<file path="src/rtl/hazard_forward_ctrl_pkg.sv">
// Shared definitions for the forwarding / hazard controller: forward-mux
// select encoding, register-index width and the per-stage shadow record.
package hazard_forward_ctrl_pkg;

  localparam int REG_AW   = 5;
  localparam int NUM_REGS = 32;

  // Operand-mux select encoding; 2'b11 is never produced.
  localparam logic [1:0] FWD_REG = 2'b00;  // register-file value
  localparam logic [1:0] FWD_WB  = 2'b01;  // MEM/WB result
  localparam logic [1:0] FWD_MEM = 2'b10;  // EX/MEM result

  // Destination info tracked for one pipeline stage.
  typedef struct packed {
    logic              valid;
    logic [REG_AW-1:0] dst;
    logic              regwrite;
    logic              memread;
  } stage_info_t;

  localparam stage_info_t STAGE_EMPTY = '0;

  // True when the stage holds a live instruction that will write register idx.
  // Register 0 is hard-wired zero, so it never produces a result.
  function automatic logic writes_reg(input stage_info_t s,
                                      input logic [REG_AW-1:0] idx);
    return s.valid && s.regwrite && (s.dst != '0) && (s.dst == idx);
  endfunction

endpackage

</file>
<file path="src/rtl/hazard_forward_ctrl_fwd_compare.sv">
// Combinational forward-select for one source operand. The nearer stage
// (EX, whose result will sit in EX/MEM) wins over MEM (result in MEM/WB).
module fwd_compare
  import hazard_forward_ctrl_pkg::*;
(
  input  logic [REG_AW-1:0] src,
  input  stage_info_t       ex_info,
  input  stage_info_t       mem_info,
  output logic [1:0]        sel
);

  // Priority compare: EX producer first, then MEM producer, else register file.
  always_comb begin
    sel = FWD_REG;
    if (writes_reg(ex_info, src)) begin
      sel = FWD_MEM;
    end else if (writes_reg(mem_info, src)) begin
      sel = FWD_WB;
    end
  end

endmodule

</file>
<file path="src/rtl/hazard_forward_ctrl.sv">
// Forwarding and hazard controller for the 5-stage pipeline.
// Tracks destination info of the instructions in EX, MEM and WB, registers
// the operand forward selects for the next EX cycle, and raises load-use
// stall/bubble and branch flush.
// Optional build macro HAZARD_STATS_EN adds saturating stall/flush counters.
module hazard_forward_ctrl #(
  parameter int REG_AW   = 5,
  parameter int NUM_REGS = 32
) (
  input  logic              clk,
  input  logic              rst_n,
  input  logic              id_valid,
  input  logic [REG_AW-1:0] id_rs,
  input  logic [REG_AW-1:0] id_rt,
  input  logic [REG_AW-1:0] id_dst,
  input  logic              id_regwrite,
  input  logic              id_memread,
  input  logic              ex_branch_taken,
  output logic [1:0]        forward_a,
  output logic [1:0]        forward_b,
  output logic              stall,
  output logic              bubble,
  output logic              flush
`ifdef HAZARD_STATS_EN
  ,
  output logic [31:0]       stall_cnt,
  output logic [31:0]       flush_cnt
`endif
);

  import hazard_forward_ctrl_pkg::*;

  localparam int STG_EX     = 0;
  localparam int STG_MEM    = 1;
  localparam int STG_WB     = 2;
  localparam int NUM_STAGES = 3;
  localparam int NUM_OPS    = 2;

  // Configuration sanity: the shadow record is sized by the package width.
  if (REG_AW != hazard_forward_ctrl_pkg::REG_AW) begin : g_bad_aw
    $error("hazard_forward_ctrl: REG_AW must match the package width");
  end
  if (NUM_REGS < 2 || NUM_REGS > (1 << REG_AW)) begin : g_bad_regs
    $error("hazard_forward_ctrl: NUM_REGS does not fit REG_AW");
  end

  stage_info_t       shadow_reg [NUM_STAGES];
  stage_info_t       id_info;
  stage_info_t       ex_info;
  logic              load_use;
  logic              hold_fwd;
  logic [REG_AW-1:0] src_idx    [NUM_OPS];
  logic [1:0]        fwd_sel    [NUM_OPS];
  logic [1:0]        fwd_out    [NUM_OPS];

  assign ex_info    = shadow_reg[STG_EX];
  assign src_idx[0] = id_rs;
  assign src_idx[1] = id_rt;

  // Pack the ID-stage decode into a shadow record.
  always_comb begin
    id_info          = STAGE_EMPTY;
    id_info.valid    = id_valid;
    id_info.dst      = id_dst;
    id_info.regwrite = id_regwrite;
    id_info.memread  = id_memread;
  end

  // Load-use detection and flush; a taken branch squashes the stall.
  always_comb begin
    load_use = id_valid && ex_info.memread &&
               (writes_reg(ex_info, id_rs) || writes_reg(ex_info, id_rt));
    stall    = load_use && !ex_branch_taken;
    bubble   = stall;
    flush    = ex_branch_taken;
  end

  // Any of stall/bubble/flush means the ID instruction does not enter EX.
  assign hold_fwd = stall || bubble || flush;

  // Shadow pipeline: ID enters EX (or an empty slot), older stages shift on.
  // WB is only tracked; the register file is write-before-read so it never forwards.
  always_ff @(posedge clk or negedge rst_n) begin
    if (!rst_n) begin
      for (int s = 0; s < NUM_STAGES; s++) begin
        shadow_reg[s] <= STAGE_EMPTY;
      end
    end else begin
      shadow_reg[STG_EX] <= (bubble || flush) ? STAGE_EMPTY : id_info;
      for (int s = STG_MEM; s <= STG_WB; s++) begin
        shadow_reg[s] <= shadow_reg[s-1];
      end
    end
  end

  // One compare + select register per EX operand (rs -> A, rt -> B).
  for (genvar gi = 0; gi < NUM_OPS; gi++) begin : g_operand
    logic [1:0] sel_reg;

    fwd_compare u_fwd_compare (
      .src      (src_idx[gi]),
      .ex_info  (shadow_reg[STG_EX]),
      .mem_info (shadow_reg[STG_MEM]),
      .sel      (fwd_sel[gi])
    );

    // Register the select so EX sees it with no path from the id_* inputs.
    always_ff @(posedge clk or negedge rst_n) begin
      if (!rst_n) begin
        sel_reg <= FWD_REG;
      end else if (hold_fwd) begin
        sel_reg <= FWD_REG;
      end else begin
        sel_reg <= fwd_sel[gi];
      end
    end

    assign fwd_out[gi] = sel_reg;
  end

  assign forward_a = fwd_out[0];
  assign forward_b = fwd_out[1];

`ifdef HAZARD_STATS_EN
  logic [31:0] stall_cnt_reg;
  logic [31:0] flush_cnt_reg;

  // Saturating event counters, one count per asserted cycle.
  always_ff @(posedge clk or negedge rst_n) begin
    if (!rst_n) begin
      stall_cnt_reg <= '0;
      flush_cnt_reg <= '0;
    end else begin
      if (stall && (stall_cnt_reg != 32'hFFFF_FFFF)) begin
        stall_cnt_reg <= stall_cnt_reg + 32'd1;
      end
      if (flush && (flush_cnt_reg != 32'hFFFF_FFFF)) begin
        flush_cnt_reg <= flush_cnt_reg + 32'd1;
      end
    end
  end

  assign stall_cnt = stall_cnt_reg;
  assign flush_cnt = flush_cnt_reg;
`endif

endmodule

</file>
<file path="config.mk">
export PLATFORM = sky130hd
export DESIGN_NAME = hazard_forward_ctrl
export DESIGN_NICKNAME = d
export VERILOG_FILES = /design/src/rtl/hazard_forward_ctrl_pkg.sv /design/src/rtl/hazard_forward_ctrl_fwd_compare.sv /design/src/rtl/hazard_forward_ctrl.sv
export SDC_FILE = /design/constraint.sdc
export NUM_CORES = 1
export LEC_CHECK = 0
export ABC_AREA = 1
export BUFFER_PORTS_ARGS = -buffer_cell sky130_fd_sc_hd__buf_2
export CAP_MARGIN = 25
export CORE_UTILIZATION = 49
export DETAILED_ROUTE_END_ITERATION = 6
export PLACE_DENSITY = 0.86
export RECOVER_POWER = 25
export SETUP_SLACK_MARGIN = 0.1
export SLEW_MARGIN = 40
export SYNTH_ARGS = -nofsm -noshare
export SYNTH_HDL_FRONTEND = slang
export SYNTH_SLANG_ARGS = --single-unit
</file>
<file path="constraint.sdc">
create_clock -name clk -period 1.7 [get_ports clk]
set_input_delay 0.34 -clock clk [delete_from_list [all_inputs] [get_ports clk]]
set_output_delay 0.34 -clock clk [all_outputs]
set_load 0.02 [all_outputs]
</file>
**Word level (Yosys, flattened, before mapping)**

Cells that the tools add are included.

- Reductions and logical operators: 16
- Multiplexer cells: 7
- Equality and inequality tests: 4

Operator list:

| kind | number |
|---|---|
| $eq A5 B5 Y1 | 4 |
| $logic_and A1 B1 Y1 | 11 |
| $reduce_bool A5 Y1 | 2 |
| $mux W2 | 4 |
| $mux W8 | 1 |
| $logic_or A1 B1 Y1 | 2 |
| $mux W1 | 2 |
| $logic_not A1 Y1 | 1 |

- Register bits: 19
- Output and inout bits: 7
- Input port bits: 21
- Word-level logic and storage cells: 36

**Logic depth before layout (Yosys ltp)**

Gate-level depths: netlist (run 1).

- Word-level depth: 8
- Mapped depth: 11
- Depth with buffers taken out: 10

**Hierarchy**

A second synthesis (run 1) with hierarchy kept.

- Cells, all modules: 221
- Area, all modules: 1348.8 um^2

Modules (own cells, without submodules):

| module | sequential area each (um^2) | cells an instance | area each (um^2) | instances |
|---|---|---|---|---|
| hazard_forward_ctrl | 500.5 | 101 | 873.3 | 1 |
| fwd_compare | 0.0 | 60 | 237.7 | 2 |

**Least setup slack after synthesis (run 1)**

No wires, ideal clock.

- Path kind: register -> output
- From: reg shadow_reg, in the netlist ex_info[3]
- To: out stall
- Setup slack: -0.094 ns
- Stages on the path, launching flop included: 9
- Data required time: 1.360 ns
- Arrival time: 1.454 ns
- Path through: dfrtp_1 xnor2_1 nand2_1 nor2_1 nand3_2 nand2_1 nand2_2 nor2_1 buf_4

- Cells in the longest elaborated chain, start to end: 6
- Elaborated cells between the ends (all ways): 9

RTL lines:

| what | RTL line | RTL |
|---|---|---|
| from (decl) | hazard_forward_ctrl.sv:47 | `stage_info_t shadow_reg [NUM_STAGES];` |
| from (signal, indexed assignment) | hazard_forward_ctrl.sv:89 | `shadow_reg[STG_EX] <= (bubble \|\| flush) ? STAGE_EMPTY : id_info;` |
| from (signal, indexed assignment) | hazard_forward_ctrl.sv:91 | `shadow_reg[s] <= shadow_reg[s-1];` |
| $reduce_bool A5 Y1 | hazard_forward_ctrl_pkg.sv:27 | `return s.valid && s.regwrite && (s.dst != '0) && (s.dst == idx);` |
| $logic_and A1 B1 Y1 (2 in a row) | hazard_forward_ctrl_pkg.sv:27 |  |
| $logic_or A1 B1 Y1 (*) | hazard_forward_ctrl.sv:72 | `(writes_reg(ex_info, id_rs) \|\| writes_reg(ex_info, id_rt));` |
| $logic_and A1 B1 Y1 (*) | hazard_forward_ctrl.sv:71 | `load_use = id_valid && ex_info.memread &&` |
| $logic_and A1 B1 Y1 (*) | hazard_forward_ctrl.sv:73 | `stall = load_use && !ex_branch_taken;` |
| to (decl) | hazard_forward_ctrl.sv:21 | `output logic stall,` |

Mark *: on every way between the ends. The rest lies on a longest branch, timed or not.

**Worst setup path in the final report (run 1)**

Same ends and word-level chain as after synthesis.

==> results of run 1 <==
synthesized netlist by cell type:
| library cell | instances | area [µm²] |
|---|---|---|
| o211ai_1 | 1 | 7.51 |
| inv_1 | 18 | 67.6 |
| xor2_1 | 12 | 105 |
| nor3_1 | 3 | 15.0 |
| xnor2_1 | 7 | 61.3 |
| nand2_1 | 10 | 37.5 |
| buf_4 | 2 | 15.0 |
| dfrtp_1 | 19 | 475 |
| nand3_1 | 3 | 15.0 |
| nand3_2 | 2 | 20.0 |
| buf_6 | 1 | 11.3 |
| nand4_1 | 1 | 6.26 |
| nand3b_1 | 1 | 7.51 |
| nand2_2 | 2 | 12.5 |
| nor2_1 | 20 | 75.1 |
cell type report:
class                           count  area (µm²)  share of cell area [%]
Timing Repair Buffer               31         179                    15.3
Sequential cell                    19         477                    40.8
Inverter                           18        67.6                    5.78
Multi-Input combinational cell     62         388                    33.2
Tap cell                           25        31.3                    2.68
Clock buffer                        4        26.3                    2.25
cells in the final DEF, fill, tap and decap left out:
master          n
buf_2          24
buf_4           3
buf_6           2
clkbuf_1        2
clkbuf_4        3
dfrtp_1        18
dfrtp_2         1
dlygate4sd3_1   1
inv_1          18
nand2_1         9
nand2_2         2
nand2_4         1
nand3_1         3
nand3_2         2
nand3b_1        1
nand4_1         1
nor2_1         18
nor2_2          1
nor2_4          1
nor3_1          3
o211ai_1        1
xnor2_1         6
xnor2_2         1
xor2_1         12
cells by family (layout without fill, tap and decap cells):
group                     count (synthesis)  in the layout  share of synthesized area (%)
AOI/OAI and AO/OA                         1              1                          0.806
xor gates and xnor gates                 19             19                           17.9
buffers and inverters                    21             53                           10.1
DFF                                      19             19                           51.0
and+or+nand+nor                          42             42                           20.3
power groups by stage:
stage | Sequential [mW] | Clock [mW] | Combinational [mW]
global placement | 0.496 | 0 | 0.109
global route | 0.492 | 0.241 | 0.134
CTS | 0.488 | 0.217 | 0.118
detailed placement | 0.498 | 0 | 0.114
finish | 0.489 | 0.209 | 0.119
floorplan | 0.493 | 0 | 0.0689
repair_timing:
action | in CTS | in global routing
resized for setup | 4 | 5
endpoints found under the setup margin | 2 | 2
pin swaps | 2 | 2
hold buffers | 1 | 0
hold endpoints to repair | 19 | 0
setup buffers | 2 | 1
critical path: stages, from the launching register on:
cell and delay [ns]:
dfrtp_2 0.46, xnor2_2 0.13, nand2_1 0.08, nor2_2 0.15, nand3_2 0.10, nand2_2 0.09
nand2_4 0.06, nor2_4 0.10, buf_6 0.13
worst paths after layout:
path | slack (ns) | cells after the start | end
worst max register to register | 0.26 | 9 | forward_b[1]$_DFF_PN0_
min in group asynchronous | 0.72 | 2 | ex_info[1]$_DFF_PN0_
worst max-delay path | -0.21 | 8 | stall
worst min-delay path | 0.25 | 3 | ex_info[3]$_DFF_PN0_
worst min register to register | 0.38 | 0 | shadow_reg[9]$_DFF_PN0_
max in group asynchronous | 0.35 | 2 | ex_info[3]$_DFF_PN0_
through the flow:
stage / total power, mW / hold slack (ns) / setup slack, ns / area (µm²)
global route: 0.868 / 0.238 / -0.342 / 1170
finish: 0.817 / 0.251 / -0.207 / 1170
global placement: 0.605 / 0.280 / 0.0911 / 1080
floorplan: 0.562 / 0.0444 / 0.107 / 940
detailed placement: 0.611 / 0.288 / 0.0394 / 1080
CTS: 0.823 / 0.244 / -0.218 / 1140
per-layer routing:
| layer | up-vias | GRT usage [%] | wire, µm |
|---|---|---|---|
| met5 | - | 0 | 0 |
| met4 | 0 | 11.5 | 19 |
| met3 | 2 | 2.38 | 46 |
| met2 | 16 | 33.7 | 894 |
| met1 | 328 | 21.2 | 645 |
| li1 | 365 | - | - |
==> impl_metrics.tcl, run 1 <==
set metrics [dict create \
    antenna_violations_before_repair 0 \
    hold_class "primary input to register" \
    finalWirelength_um 1610 \
    area_of_the_placeable_core_um2 1750 \
    worst_clock_skew_ns 0.00271 \
    wl_per_cell_um 10.1 \
    clock_latency_ns 0.28 \
    vdd_drop_max_mv 0.473 \
    combinationalPowerShare_pct 14.6 \
    layout-area-overhead-vs-synth_pct 25.4 \
    worst-slew-pin-transition_ns 0.948 \
    antenna-diode-count 0 \
    drv_cap 0 \
    postRouteAntennaNets 0 \
    critical_path_arrival_ns 1.57 \
    crit_path_start_kind "register" \
    grt_pass1_vias 706 \
    cts_tree "done" \
    grt.total_usage_pct 18.9 \
    firstDrtPassIters 4 \
    final_layout_size_suffix_gt1_share_pct 30.6 \
    power.switching_uw 199 \
    critPathRequiredTime_ns 1.36 \
    timing.final.crit_share_pct 112 \
    number_of_distinct_library_cell_variants_in_the_gate_level_netlist_after_synthesis 15 \
    top_achievable_clock_speed_mhz 524 \
    r2r-start "ex_info[3]$_DFF_PN0_" \
    stdcell_count 159 \
    timing_max_transition_violations_final 0 \
    power.sequential.fraction_pct 59.8 \
    tritoncts_num_sinks 19 \
    port-buffer-count 27 \
    worst_slew_margin_rel_pct 36.8 \
    endpoints_failing_hold 0 \
    leakage_power_total_nw 0.677 \
    setup_viol_count_final 2 \
    finalSetupTns_ns -0.414 \
    grt_max_degree 20 \
    critPathLaunch "ex_info[3]$_DFF_PN0_" \
    synth.yosys.seq_area_share_pct 51.0 \
    layout_filler_cell_count 146 \
    syn_area_um2 932 \
    postSynthAreaPerCell_um2 9.14 \
    worstHoldStart "id_dst[1]" \
    place.gp.congestion 0.924 \
    floorplan.die.width_um 45.6 \
    rsz_0062_raised_after_global_routing "true" \
    final.min_clock_period_ns 1.91 \
    syn_inst 102 \
    route.vias.total 711 \
    layout.nets 156 \
    clk_pin_slew_worst_paths_ns 0.09 \
    global_route_wire_length_before_repair_um 2700 \
    end_of_flow_core_utilization_pct 67.0 \
    share_of_total_power_consumed_by_net_switching_pct 24.4 \
    synth_seq_cells 19 \
    viasPerCell 4.47 \
    die_height_um 45.6 \
    detailed_place_hpwl_um 1250 \
    power.density_nw_per_um2 699 \
    clk_path_buf_depth 2 \
    rows 15 \
    cts_buffers 3 \
    cts_htree_levels 1 \
    endpoint_kind "primary output" \
    cts.root.buffer_cell "clkbuf_4" \
    category_of_the_critical_setup_timing_path "register to primary output" \
    yosysWarnings 0 \
    synth_nets 123 \
    worst_slack_ns -0.207 \
    worst_path_maximum_fanout 5 \
    dr.first_iter.drc_count 4 \
    internal_power_uw 617 \
    grt-ovfl-total 0 \
    dpl.cell_count 151 \
    io_pins 28 \
    status "finished, violations left" \
    largest_register_ffs 8 \
    drcViolationCount 0 \
    die-area_um2 2080 \
    effective_utilization_at_floorplan_pct 53.4 \
    clock_power_share_pct 25.6 \
    failed_checks "negative setup slack" \
]
No activity file was read; power rests on OpenSTA's default activity.
==> run 2, diff against run 1 <==
==> constraint.sdc (replaced) <==
create_clock -name clk -period 1.7 [get_ports clk]
set_input_delay 0.34 -clock clk [delete_from_list [all_inputs] [get_ports clk]]
set_output_delay 0.34 -clock clk [all_outputs]
set_load 0.01 [all_outputs]
==> impl_metrics.tcl, run 2 (synthesized netlist as in run 1, its figures left out) <==
set metrics [dict create \
    firstDrtPassIters 3 \
    vdd_drop_max_mv 0.544 \
    detailed_place_hpwl_um 1200 \
    power.sequential.fraction_pct 59.8 \
    area_of_the_placeable_core_um2 1750 \
    final_design_area_no_fill_um2 1150 \
    viasPerCell 4.46 \
    timing.critical_path.buf_inv 1 \
    clock_latency_ns 0.28 \
    place_worst_setup_slack_ns 0.0937 \
    end_of_flow_core_utilization_pct 66.1 \
    clock_power_share_pct 26.2 \
    postRouteAntennaNets 0 \
    critical_path.max_stage_delay_ns 0.44 \
    place.gp.congestion 0.926 \
    finalHoldWorstSlack_ns 0.242 \
    antenna_violations_before_repair 0 \
    clk_path_buf_depth 2 \
    cpMostUsedCell "nand2_2" \
    grt_max_degree 20 \
    die_height_um 45.6 \
    finalWirelength_um 1590 \
    global_route_wire_length_before_repair_um 2770 \
    crit_path_start_kind "register" \
    worst_path_maximum_fanout 4 \
    layout.nets 157 \
    stdcell_count 160 \
    die-area_um2 2080 \
    io_pins 28 \
    layout-area-overhead-vs-synth_pct 23.8 \
    cts.root.buffer_cell "clkbuf_4" \
    worst-slew-pin-transition_ns 0.402 \
    power.switching_uw 205 \
    cts_htree_levels 1 \
    wl_per_cell_um 9.95 \
    drv_cap 0 \
    critical_path.top_delay_family "simple AND/OR/NAND/NOR gates" \
    timing_max_transition_violations_final 0 \
    route.vias.total 713 \
    layout_filler_cell_count 153 \
    critical_path_arrival_ns 1.52 \
    port-buffer-count 27 \
    grt.total_usage_pct 18.9 \
    category_of_the_critical_setup_timing_path "register to primary output" \
    clk_pin_slew_worst_paths_ns 0.10 \
    r2r_slack_ns 0.29 \
    tritoncts_num_sinks 19 \
    layout.cells.most_common_list "27 x buf_2, 18 x inv_1, 18 x nor2_1, 18 x dfrtp_1, 12 x xor2_1" \
    effective_utilization_at_floorplan_pct 53.4 \
    power.density_nw_per_um2 709 \
    cts_tree "done" \
    layout_commonest_cell "buf_2" \
    timing.final.crit_share_pct 109 \
    dr.first_iter.drc_count 3 \
    hold_class "primary input to register" \
    drcViolationCount 0 \
    largest_register_ffs 8 \
    finalSetupTns_ns -0.312 \
    endpoint_kind "primary output" \
    endpoints_failing_hold 0 \
    combinationalPowerShare_pct 14.1 \
    rows 15 \
    grt-ovfl-total 0 \
    cts_buffers 3 \
    internal_power_uw 613 \
    failed_checks "negative setup slack" \
    top_achievable_clock_speed_mhz 539 \
    report.power.total_uw 818 \
    rsz_0062_raised_after_global_routing "true" \
    placement.cell_area_um2 1070 \
    final_layout_size_suffix_gt1_share_pct 31.9 \
    final.min_clock_period_ns 1.86 \
    worst_slew_margin_rel_pct 73.2 \
    antenna-diode-count 0 \
    floorplan.die.width_um 45.6 \
    grt_pass1_vias 725 \
    worst_clock_skew_ns 0.00209 \
    share_of_total_power_consumed_by_net_switching_pct 25.1 \
    dpl.cell_count 151 \
    status "finished, violations left" \
    worst_slack_ns -0.156 \
    slowest_stage "dfrtp_1" \
    setup_viol_count_final 2 \
    critPathRequiredTime_ns 1.36 \
    cp_cell_sequence "xnor2_1, nand2_1, nor2_1, nand3_2, nand2_2, nand2_2, nor2_2, buf_2" \
    leakage_power_total_nw 0.669 \
]
-- run 2: changes by cell type in the layout (fill, tap and decap cells not counted), sizes merged --
| cell | change |
|---|---|
| clkinv | +1 |
| clkbuf | -2 |
| buf | +2 |
-- run 2: area by class of cell --
class                           count  area (µm²)  area share [%]
Sequential cell                    19         477            41.3
Timing Repair Buffer               32         175            15.2
Clock buffer                        3        22.5            1.95
Inverter                           18        67.6            5.86
Clock inverter                      1        5.00           0.434
Tap cell                           25        31.3            2.71
Multi-Input combinational cell     62         375            32.5
-- run 2: worst min-delay path: cells and delay by family --
family / cells / cell delay, ns
and+or+nand+nor: 1 / 0.03
buffers and inverters: 2 / 0.13
-- run 2: routing by layer --
metal | GRT usage, % | vias to the layer above | part of all wire [%]
met5 | 0 | - | 0
met4 | 10.3 | 0 | 1.2
met3 | 2.38 | 2 | 2.5
met2 | 33.4 | 16 | 52
met1 | 21.9 | 329 | 45
li1 | - | 366 | -
-- run 2: final timing paths --
kind,start,to,cells past startpoint
min reg2reg,ex_info[7]$_DFF_PN0_,shadow_reg[15]$_DFF_PN0_,0
max,ex_info[2]$_DFF_PN0_,bubble,8
min in group asynchronous,rst_n,shadow_reg[11]$_DFF_PN0_,2
max reg2reg,ex_info[2]$_DFF_PN0_,forward_a[0]$_DFF_PN0_,9
min,id_dst[1],ex_info[3]$_DFF_PN0_,3
max in group asynchronous,rst_n,ex_info[3]$_DFF_PN0_,2
-- run 2: power groups by stage --
| stage | clock (mW) | sequential, mW | combinational, mW |
|---|---|---|---|
| global placement | 0 | 0.496 | 0.108 |
| floorplan | 0 | 0.493 | 0.0678 |
| finish | 0.214 | 0.489 | 0.115 |
| CTS | 0.217 | 0.488 | 0.116 |
| global route | 0.243 | 0.492 | 0.131 |
| detailed placement | 0 | 0.498 | 0.112 |
-- run 2: repair_timing --
action	CTS	global route
hold buffers	1	0
setup buffers	3	1
gates resized for setup	1	3
pin swaps	4	2
endpoints found under the hold margin	19	0
setup endpoints to repair	2	13
